$ cat src/rtl/ram_access_ctrl_if.sv
// rtl/ram_access_ctrl_if.sv - Request/response handshake bundle between datapath and RAM controller.
interface ram_access_ctrl_if #(
  parameter int ADDR_WIDTH = 9,
  parameter int DATA_WIDTH = 32
);
  logic                  req_valid;
  logic                  req_ready;
  logic                  req_write;
  logic [ADDR_WIDTH-1:0] req_addr;
  logic [DATA_WIDTH-1:0] req_wdata;
  logic                  resp_valid;
  logic                  resp_ready;
  logic [DATA_WIDTH-1:0] resp_rdata;
  logic                  resp_err;

  modport master (
    output req_valid, req_write, req_addr, req_wdata, resp_ready,
    input  req_ready, resp_valid, resp_rdata, resp_err
  );

  modport slave (
    input  req_valid, req_write, req_addr, req_wdata, resp_ready,
    output req_ready, resp_valid, resp_rdata, resp_err
  );
endinterface

$ cat src/rtl/ram_access_ctrl.sv
// rtl/ram_access_ctrl.sv - Load/store initiator driving the on-chip RAM port.
// Defining WRITE_VERIFY_EN adds a read-back check after every store.
module ram_access_ctrl #(
  parameter int ADDR_WIDTH   = 9,
  parameter int DATA_WIDTH   = 32,
  parameter int READ_LATENCY = 1
) (
  input  logic                  clk,
  input  logic                  clear,
  ram_access_ctrl_if.slave      bus,
  output logic                  mem_read,
  output logic                  mem_write,
  output logic [ADDR_WIDTH-1:0] mem_address,
  output logic [DATA_WIDTH-1:0] mem_data_in,
  input  logic [DATA_WIDTH-1:0] mem_data_out
);
  localparam int CW = (READ_LATENCY > 1) ? $clog2(READ_LATENCY) : 1;
  localparam logic [CW-1:0] CNT_LAST = CW'(READ_LATENCY - 1);

  typedef enum logic [2:0] {
    IDLE,
    RD,
    RWAIT,
    WR,
    RESP
`ifdef WRITE_VERIFY_EN
    , VRD,
    VWAIT
`endif
  } state_t;

  state_t                state, state_next;
  logic [CW-1:0]         cnt;
  logic                  cnt_last;
  logic                  waiting;
  logic                  accept;
  logic [DATA_WIDTH-1:0] rdata_q;

  assign cnt_last = (cnt == CNT_LAST);
  assign accept   = (state == IDLE) && bus.req_valid;

  always_ff @(posedge clk) begin
    if (clear) state <= IDLE;
    else       state <= state_next;
  end

  // Strobes are decoded from state only, so a reset drops them on the same edge.
  always_comb begin
    state_next     = state;
    mem_read       = 1'b0;
    mem_write      = 1'b0;
    bus.req_ready  = 1'b0;
    bus.resp_valid = 1'b0;
    waiting        = 1'b0;
    case (state)
      IDLE: begin
        bus.req_ready = 1'b1;
        if (bus.req_valid) state_next = bus.req_write ? WR : RD;
      end
      RD: begin
        mem_read   = 1'b1;
        state_next = RWAIT;
      end
      RWAIT: begin
        waiting = 1'b1;
        if (cnt_last) state_next = RESP;
      end
      WR: begin
        mem_write = 1'b1;
`ifdef WRITE_VERIFY_EN
        state_next = VRD;
`else
        state_next = RESP;
`endif
      end
`ifdef WRITE_VERIFY_EN
      VRD: begin
        mem_read   = 1'b1;
        state_next = VWAIT;
      end
      VWAIT: begin
        waiting = 1'b1;
        if (cnt_last) state_next = RESP;
      end
`endif
      RESP: begin
        bus.resp_valid = 1'b1;
        if (bus.resp_ready) state_next = IDLE;
      end
      default: state_next = IDLE;
    endcase
  end

  always_ff @(posedge clk) begin
    if (clear) begin
      mem_address <= '0;
      mem_data_in <= '0;
      rdata_q     <= '0;
      cnt         <= '0;
    end else begin
      if (accept) begin
        mem_address <= bus.req_addr;
        mem_data_in <= bus.req_wdata;
      end
      if (waiting) cnt <= cnt_last ? '0 : cnt + CW'(1);
      if (waiting && cnt_last) rdata_q <= mem_data_out;
    end
  end

  assign bus.resp_rdata = rdata_q;

`ifdef WRITE_VERIFY_EN
  logic err_q;

  always_ff @(posedge clk) begin
    if (clear)                          err_q <= 1'b0;
    else if (accept)                    err_q <= 1'b0;
    else if (state == VWAIT && cnt_last) err_q <= (mem_data_out != mem_data_in);
  end

  assign bus.resp_err = err_q;
`else
  assign bus.resp_err = 1'b0;
`endif
endmodule

$ cat src/flat_wrapper.sv
// flat-port wrapper written by rule: the top's interface ports become plain ports
module ram_access_ctrl_flat 
#(
  parameter int ADDR_WIDTH   = 9,
  parameter int DATA_WIDTH   = 32,
  parameter int READ_LATENCY = 1
)
  (clk, clear, mem_read, mem_write, mem_address, mem_data_in, mem_data_out, bus_req_valid, bus_req_write, bus_req_addr, bus_req_wdata, bus_resp_ready, bus_req_ready, bus_resp_valid, bus_resp_rdata, bus_resp_err);
  ram_access_ctrl_if #(.ADDR_WIDTH(ADDR_WIDTH), .DATA_WIDTH(DATA_WIDTH)) bus_i ();
  input  logic clk;
  input  logic clear;
  output logic mem_read;
  output logic mem_write;
  output logic [ADDR_WIDTH-1:0] mem_address;
  output logic [DATA_WIDTH-1:0] mem_data_in;
  input  logic [DATA_WIDTH-1:0] mem_data_out;
  input wire logic [$bits(bus_i.req_valid)-1:0] bus_req_valid;
  input wire logic [$bits(bus_i.req_write)-1:0] bus_req_write;
  input wire logic [$bits(bus_i.req_addr)-1:0] bus_req_addr;
  input wire logic [$bits(bus_i.req_wdata)-1:0] bus_req_wdata;
  input wire logic [$bits(bus_i.resp_ready)-1:0] bus_resp_ready;
  output wire logic [$bits(bus_i.req_ready)-1:0] bus_req_ready;
  output wire logic [$bits(bus_i.resp_valid)-1:0] bus_resp_valid;
  output wire logic [$bits(bus_i.resp_rdata)-1:0] bus_resp_rdata;
  output wire logic [$bits(bus_i.resp_err)-1:0] bus_resp_err;
  assign bus_i.req_valid = bus_req_valid;
  assign bus_i.req_write = bus_req_write;
  assign bus_i.req_addr = bus_req_addr;
  assign bus_i.req_wdata = bus_req_wdata;
  assign bus_i.resp_ready = bus_resp_ready;
  assign bus_req_ready = bus_i.req_ready;
  assign bus_resp_valid = bus_i.resp_valid;
  assign bus_resp_rdata = bus_i.resp_rdata;
  assign bus_resp_err = bus_i.resp_err;
  ram_access_ctrl #(.ADDR_WIDTH(ADDR_WIDTH), .DATA_WIDTH(DATA_WIDTH), .READ_LATENCY(READ_LATENCY)) u_core (.clk(clk), .clear(clear), .bus(bus_i), .mem_read(mem_read), .mem_write(mem_write), .mem_address(mem_address), .mem_data_in(mem_data_in), .mem_data_out(mem_data_out));
endmodule
$ cat config.mk
export PLATFORM = sky130hd
export DESIGN_NAME = ram_access_ctrl_flat
export DESIGN_NICKNAME = d
export VERILOG_FILES = /design/src/rtl/ram_access_ctrl_if.sv /design/src/rtl/ram_access_ctrl.sv /design/src/flat_wrapper.sv
export SDC_FILE = /design/constraint.sdc
export NUM_CORES = 1
export LEC_CHECK = 0
export BUFFER_PORTS_ARGS = -buffer_cell sky130_fd_sc_hd__clkbuf_2
export CAP_MARGIN = 40
export CORE_UTILIZATION = 40
export CTS_CLUSTER_DIAMETER = 60
export CTS_CLUSTER_SIZE = 14
export DETAILED_ROUTE_END_ITERATION = 10
export GPL_TIMING_DRIVEN = 1
export PLACE_DENSITY = 0.68
export SYNTH_ARGS = -nofsm -noshare
export SYNTH_HDL_FRONTEND = slang
export SYNTH_SLANG_ARGS = --single-unit
$ cat constraint.sdc
create_clock -name clk -period 1.17 [get_ports clk]
set_input_delay 0.0585 -clock clk [delete_from_list [all_inputs] [get_ports clk]]
set_output_delay 0.0585 -clock clk [all_outputs]
set_load 0.005 [all_outputs]
==> flow_summary.toml, run 1 <==
[run_status]
status = "finished, violations left"
violations = "negative setup slack"

[placed_design]
dpl.hpwl_um = 5010
port_buffers = 154
gp_congestion = 0.736
dpl_cell_area_mm2 = 0.00430

[grt]
use_met2_pct = 33.3
antenna_found_initial = 0
first_global_vias = 2992
top_usage_layer = "met2"
use_met3_pct = 4.63
grt_start_max_net_pins = 84
overflow = 0
track_usage_pct = 18.7
grt_pass1_wl_um = 13100
grt_use_met1_pct = 20.9

[routing]
dr.first_iter.drc_count = 61
vias = 3018
via_per_inst = 4.47
drtPass1Iterations = 4
antenna_left = 0
drcViolationCount = 0
drt-wirelength-per-cell_um = 12.7
totalWireLength_um = 8600

[pwr]
p_leak_uw = 0.00247
peakVddDrop_mv = 0.730
p_per_area_mw_per_mm2 = 1200

[cts]
cts_max_path_buffers = 2
htree_levels = 3
cts_tree = "done"
clkTransAtPathRegs_ns = 0.08
clock-root-buffer = "clkbuf_8"
cts.sinks = 76
cts_buffers = 9
insertion_delay_ns = 0.33

[finish]
fin_util_pct = 66.6
final_area_mm2 = 0.00553
nets = 643
num_antenna_cells = 0
drive_above_1_share_pct = 34.9
syn2layout_area_growth_pct = 59.1

[sta]
min_period_over_period_pct = 109
setup_ws_ns = -0.108
period_needed_ns = 1.28
drv_slew = 0
skew_ns = 0.00720
rsz0062_at_grt = "true"
hold_violations = 0
final.setup.tns_ns = -2.99
fmax_mhz = 782
setup_viol = 69

[die]
fp.dieW_um = 95.2
rows = 33
start_util_pct = 41.9
die_area_mm2 = 0.00907
io_pins = 156
core-area_mm2 = 0.00830
die_h_um = 95.2

[logic_synthesis]
ys_seq_area_share_pct = 43.8
syn_inst = 336
synth_fp_nets = 414
yosys_warnings = 0
avgSynthCellArea_um2 = 10.3
synth_seq_cells = 76
syn-cell-area_mm2 = 0.00348
synth.distinct_cells = 17

[setup_path]
crit_fanout = 7
worst_path_largest_cell_delay_ns = 0.37
cp_top_family = "flip-flops"
reg2reg_from = "u_core.state[0]$_SDFFE_PP0P_"
critical_path_buf_inv_count = 2
critPathSlowestCell = "dfxtp_4"
critPathRequiredTime_ns = 1.43
arrival_ns = 1.54
end_kind = "flop"
crit_chain = "nor4b_4 > buf_6 > buf_12 > mux2i_4"
cp-start-kind = "flop"
startpoint = "u_core.state[0]$_SDFFE_PP0P_"
worstSetupPathType = "flop to flop"

[min_path]
hold_class = "primary input to flop"
min_from = "bus_req_valid"

[run]
max-cap-violations = 0
## kinds of logic after synthesis
kind of cell    share of synthesized area (%)
simple gates                             28.6
flops                                    43.8
mux                                      21.0
buf+inv                                  6.23
compound gates                          0.288
other cells                             0.108
## timing repair
item | in CTS | in global routing
hold buffers | 75 | 0
gates cloned | 2 | 2
endpoints found under the hold margin | 75 | 0
endpoints found under the setup margin | 78 | 79
gates resized for setup | 16 | 9
setup buffers | 3 | 0
pin swaps | 1 | 3
## registers in the layout, summed over array words and instances (netlist names)
signal                 flops
u_core.mem_address         9
u_core.bus.resp_rdata     32
u_core.mem_data_in        32
u_core.state               3
## metrics by stage
step                      setup WS (ns)  hold WS (ns)  instances  total power [uW]
after detailed placement         -0.183         0.307        577              3880
after global placement           -0.137         0.300        577              3850
after floorplan                 -0.0511         0.214        336              3530
final                            -0.108        0.0447        675              6630
after CTS                       -0.0970        0.0217        673              6640
after global routing             -0.160        0.0964        675              6930
## worst min-delay path, delay by kind of cell
family          cells  cell delay [ns]
compound gates      1             0.14
simple gates        1             0.05
buf+inv             1             0.10
## final cells by class
cell class / instances / area (um2)
timing repair buffer: 246 / 1810
multi-input combinational: 232 / 1810
fill: 653 / 2770
tap: 105 / 131
clock buffer: 10 / 138
sequential: 76 / 1530
clock inverter: 6 / 111
## layer usage
layer	up-vias	routed length [um]
li1	1538	-
met1	1368	3660
met2	99	4340
met3	13	453
met4	0	146
met5	-	0
## layout by cell type (no fill, tap or decap), types with 3 or more instances in the layout
master           n
mux2i_1         69
nand2b_1       147
clkbuf_2       151
buf_12           5
bufinv_16        3
clkbuf_8        10
buf_16           3
dfxtp_1         73
buf_4            5
dlygate4sd3_1   75
buf_2            3
## cell usage after synthesis, drive strengths merged
master	instances	area share, %
and3b	1	0.25
nor3b	3	0.65
conb	1	0.11
mux2i	73	21
or4b	1	0.29
clkbuf	16	1.7
nor4b	1	0.43
nor2b	1	0.18
a21oi	2	0.29
nand2b	147	26
nor3	1	0.14
nor4	1	0.18
buf	12	4.5
dfxtp	76	44
## power by group
group / total [uW] / internal, uW / switching (uW)
Clock: 2450 / 1480 / 970
Sequential: 2870 / 2760 / 103
Combinational: 1310 / 811 / 503
Total: 6630 / 5050 / 1580
## final timing paths
check,end,slack [ns],cells after the start
setup / recovery,u_core.mem_data_in[30]$_SDFFE_PP0P_,-0.11,4
hold / removal,u_core.state[1]$_SDFFE_PP0P_,0.04,3
setup reg to reg,u_core.mem_data_in[30]$_SDFFE_PP0P_,-0.11,4
hold reg to reg,u_core.mem_data_in[13]$_SDFFE_PP0P_,0.47,2
Power figures use the tool's default switching activity.
==> run 2, diff against run 1 <==
- BUFFER_PORTS_ARGS: -buffer_cell sky130_fd_sc_hd__clkbuf_2 -> -buffer_cell sky130_fd_sc_hd__buf_2
==> run 2 against run 1 <==
Effect of this change:
- the run still ends with negative setup slack left
- via count is 2.1% higher
- clock power is 21% lower
- cell area is 2.0% lower
- utilization is 1.3 points lower
- clock-buffer cell count is 1 lower
==> flow_summary.toml, run 2 (synthesis gave the netlist of run 1 again) <==
[cts]
cts_max_path_buffers = 2
htree_levels = 3
cts_buffers = 9
cts_tree = "done"
cts.sinks = 76
clkTransAtPathRegs_ns = 0.08
insertion_delay_ns = 0.34
clock-root-buffer = "clkbuf_8"

[sta]
period_needed_ns = 1.29
rsz0062_at_grt = "true"
setup_ws_ns = -0.118
skew_ns = 0.0134
fmax_mhz = 776
hold_violations = 0
min_period_over_period_pct = 110
drv_slew = 0
setup_viol = 70
whs_ns = 0.0574

[routing]
drcViolationCount = 0
dr.first_iter.drc_count = 81
totalWireLength_um = 9000
drtPass1Iterations = 4
via_per_inst = 4.57
antenna_left = 0
drt-wirelength-per-cell_um = 13.4
vias = 3080

[finish]
drive_above_1_share_pct = 34.4
layout_common_cells = "buf_2, nand2b_1, dlygate4sd3_1"
nets = 642
seq_area_mm2 = 0.00153
fill_cells = 676
fin_cells = 674
final_area_mm2 = 0.00542
syn2layout_area_growth_pct = 55.9
num_antenna_cells = 0
multiInputGateArea_mm2 = 0.00177
final_common_cell = "buf_2"

[setup_path]
critPathRequiredTime_ns = 1.11
worstSetupPathType = "flop to primary output"
cp-start-kind = "flop"
crit_chain = "buf_6 > buf_6 > nor3b_2 > buf_2"
worst_path_largest_cell_delay_ns = 0.35
critPathMostFrequentCell = "buf_6"
critPathSlowestCell = "dfxtp_2"
arrival_ns = 1.23
crit_fanout = 6
reg2reg_from = "u_core.state[1]$_SDFFE_PP0P_"
end_kind = "primary output"
startpoint = "u_core.state[1]$_SDFFE_PP0P_"

[die]
die_area_mm2 = 0.00907
rows = 33
die_h_um = 95.2
core-area_mm2 = 0.00830
start_util_pct = 41.9
fp.dieW_um = 95.2
io_pins = 156

[pwr]
totalPowerFinal_uw = 6090
peakVddDrop_mv = 0.631
p_leak_uw = 0.00246
p_per_area_mw_per_mm2 = 1120

[run]
max-cap-violations = 0

[run_status]
status = "finished, violations left"
violations = "negative setup slack"

[min_path]
min_from = "bus_req_write"
hold_class = "primary input to flop"

[placed_design]
dp_cells = 577
pre_cts_ws_ns = -0.157
gp_congestion = 0.739
port_buffers = 154
dpl_cell_area_mm2 = 0.00429
dpl.hpwl_um = 5070

[grt]
first_global_vias = 3062
overflow = 0
track_usage_pct = 18.8
grt_start_max_net_pins = 79
antenna_found_initial = 0
grt_pass1_wl_um = 13200
## run 2: cell count changes in the layout (fill, tap and decap cells not counted), sizes merged
cell	change
clkbuf	-151
clkinvlp	+2
buf	+150
bufinv	-2
clkinv	+1
dlygate4sd3	-1
## run 2: final timing paths
| path | to | slack (ns) | cells past startpoint |
|---|---|---|---|
| max | bus_resp_valid | -0.12 | 4 |
| max reg2reg | u_core.mem_data_in[2]$_SDFFE_PP0P_ | -0.09 | 4 |
| min | u_core.state[1]$_SDFFE_PP0P_ | 0.06 | 3 |
| min reg2reg | u_core.mem_data_in[21]$_SDFFE_PP0P_ | 0.47 | 2 |
## run 2: area by class of cell
| class | instances | share of cell area (%) |
|---|---|---|
| timing repair buffer | 245 | 33.1 |
| clock inverter | 7 | 1.25 |
| multi-input combinational | 232 | 32.7 |
| tap | 105 | 2.42 |
| sequential | 76 | 28.2 |
| clock buffer | 9 | 2.29 |
## run 2: what timing repair did
action | 4_1_cts | 5_1_grt
setup endpoints to repair | 79 | 79
hold endpoints to repair | 74 | 0
setup buffers | 2 | 1
pin swaps | 3 | 2
cloned | 1 | 3
gates resized for setup | 20 | 10
hold buffers | 74 | 0
## run 2: per-stage QoR
stage	utilization, %	setup TNS [ns]
5_1_grt	65.3	-7.69
3_5_place_dp	51.7	-6.75
2_1_floorplan	-	-2.05
3_3_place_gp	51.7	-3.58
4_1_cts	64.0	-3.05
6_report	65.3	-3.02
## run 2: critical path, delay by kind of cell (launching register included)
kind                   cells  cell delay [ns]
DFF                        1             0.35
and+or+nand+nor            1             0.16
buffers and inverters      3             0.39
## run 2: per-layer routing
metal | GRT usage, % | share of wire (%) | vias up
met5 | 0 | 0 | -
met4 | 11.1 | 3.0 | 0
met3 | 4.70 | 4.5 | 23
met2 | 33.9 | 51 | 103
met1 | 19.7 | 41 | 1419
li1 | - | - | 1535
## run 2: where the power goes
part,internal [uW],switching [uW],leakage [uW],total [uW]
registers,2760,101,0.000623,2860
logic,789,491,0.00175,1280
clock network,973,971,0.0000910,1940
==> run 3, diff against run 2 <==
- CORE_UTILIZATION: 40 -> 44
- CTS_BUF_LIST: default -> sky130_fd_sc_hd__clkbuf_4
- PLACE_DENSITY: 0.68 -> 0.74
==> run 3 against run 2 <==
Effect of this change:
- the flow still finishes with violations (negative setup slack)
- cell area rose by 2.0%
- clock power barely moved
- sequential share of layout area fell by 0.50 points
- sequential power barely moved
- cell count rose by 0.30%
- via count rose by 1.3%
- worst setup slack got worse by 0.061 ns
- largest cell class unchanged
==> flow_summary.toml, run 3 (synthesis gave the netlist of run 1 again) <==
[setup_path]
critPathRequiredTime_ns = 1.49
crit_fanout = 8
arrival_ns = 1.67
end_kind = "flop"
endpoint = "u_core.mem_data_in[11]$_SDFFE_PP0P_"
critPathSlowestCell = "dfxtp_4"
worstSetupPathType = "flop to flop"
worst_r2r_endpoint = "u_core.mem_data_in[11]$_SDFFE_PP0P_"
cp-start-kind = "flop"
startpoint = "u_core.state[0]$_SDFFE_PP0P_"
worst_path_largest_cell_delay_ns = 0.38
r2r_slack_ns = -0.18
critical_path_cell_count = 5
crit_chain = "buf_12 > nor4b_4 > buf_6 > clkbuf_16 > mux2i_1"
critical_path_buf_inv_count = 3
reg2reg_from = "u_core.state[0]$_SDFFE_PP0P_"
cp_top_family = "buffers and inverters"
reg2reg_depth = 5

[routing]
drtPass1Iterations = 6
vias = 3119
dr.first_iter.drc_count = 84
totalWireLength_um = 9540
drt-wirelength-per-cell_um = 14.1
antenna_left = 0
via_per_inst = 4.61
drcViolationCount = 0

[sta]
final.setup.tns_ns = -8.76
rsz0062_at_grt = "true"
setup_viol = 79
period_needed_ns = 1.35
drv_slew = 0
skew_ns = 0.0144
min_period_over_period_pct = 115
whs_ns = 0.121
setup_ws_ns = -0.179
fmax_mhz = 741
hold_violations = 0

[run]
max-cap-violations = 0

[pwr]
p_leak_uw = 0.00251
peakVddDrop_mv = 0.686
p_per_area_mw_per_mm2 = 1120

[placed_design]
gp_congestion = 0.668
dpl_cell_area_mm2 = 0.00430
dp_cells = 574
dpl.hpwl_um = 4900
port_buffers = 154

[cts]
cts_buffers = 9
cts.sinks = 76
htree_levels = 3
clock-root-buffer = "clkbuf_4"
cts_max_path_buffers = 2
cts_tree = "done"
clkTransAtPathRegs_ns = 0.11
insertion_delay_ns = 0.40

[die]
io_pins = 156
core-area_mm2 = 0.00769
start_util_pct = 45.2
die_h_um = 90.9
fp.dieW_um = 90.9
rows = 32
die_area_mm2 = 0.00826

[min_path]
hold_class = "primary input to flop"
worstHoldPathCells = 3

[grt]
first_global_vias = 3311
overflow = 0
grt_start_max_net_pins = 77
track_usage_pct = 23.1
grt_pass1_wl_um = 15200
antenna_found_initial = 0

[finish]
final_common_cell = "buf_2"
fin_cells = 676
num_antenna_cells = 0
layout_common_cells = "buf_2, nand2b_1, dlygate4sd3_1"
syn2layout_area_growth_pct = 59.0
fill_cells = 554
final_area_mm2 = 0.00553
drive_above_1_share_pct = 35.0
nets = 647

[run_status]
status = "finished, violations left"
violations = "negative setup slack"
run 3: cell types whose count changed in the layout (fill, tap and decap cells not counted), moves of 2 or more:
cell,before,now
buf_8,2,0
clkinv_2,3,1
dlygate4sd3_1,74,76
clkinv_1,0,2
clkbuf_4,0,10
clkinvlp_4,3,0
buf_12,5,10
bufinv_16,1,3
clkbuf_8,9,0
run 3: cell type report:
class | count | area, um2 | area share [%]
multi-input cells | 232 | 1800 | 32.6
repair buffers | 250 | 1880 | 34.1
clock inverters | 6 | 103 | 1.86
flip-flops and latches | 76 | 1530 | 27.7
well taps | 102 | 128 | 2.31
clock buffers | 10 | 75.1 | 1.36
run 3: worst reg2reg max path: cells and delay by family, from the launching register on:
family        cells  cell delay, ns
mux               1            0.19
simple gates      1            0.21
buf+inv           3            0.52
flops             1            0.38
run 3: metal layers:
metal  share of wire (%)  global-route usage, %  vias up
li1                    -                      -     1549
met1                  41                   25.7     1448
met2                  53                   43.6      102
met3                 4.1                   3.70       20
met4                 2.0                   8.99        0
met5                   0                      0        -
run 3: how the worst min path moves through the flow:
stage                      start                                endpoint  slack (ns)
3_3_place_gp    mem_data_out[10]  u_core.bus.resp_rdata[10]$_SDFFE_PP0N_        0.32
3_5_place_dp   bus_req_wdata[29]     u_core.mem_data_in[29]$_SDFFE_PP0P_        0.33
2_1_floorplan    mem_data_out[0]   u_core.bus.resp_rdata[0]$_SDFFE_PP0N_        0.21
5_1_grt                    clear            u_core.state[2]$_SDFFE_PP0P_        0.12
6_report                   clear            u_core.state[2]$_SDFFE_PP0P_        0.12
4_1_cts                    clear            u_core.state[2]$_SDFFE_PP0P_        0.09
run 3: through the flow:
stage	utilization, %	total power, uW	setup slack (ns)
6_report	71.9	6200	-0.179
3_5_place_dp	55.9	3870	-0.151
4_1_cts	71.5	6240	-0.194
5_1_grt	71.9	6510	-0.225
3_3_place_gp	55.9	3840	-0.0946
2_1_floorplan	-	3530	-0.0511
run 3: repair_timing:
| item | CTS | global route |
|---|---|---|
| setup endpoints to repair | 78 | 79 |
| resized for setup | 20 | 13 |
| pin swaps | 5 | 3 |
| cloned | 4 | 2 |
| hold endpoints to repair | 75 | 0 |
| buffers inserted | 7 | 2 |
| hold buffers | 76 | 0 |
run 3: where the power goes:
part | total [uW] | switching [uW] | internal, uW
clock network | 1970 | 877 | 1090
registers | 2870 | 101 | 2760
logic | 1370 | 527 | 841
total | 6200 | 1500 | 4700
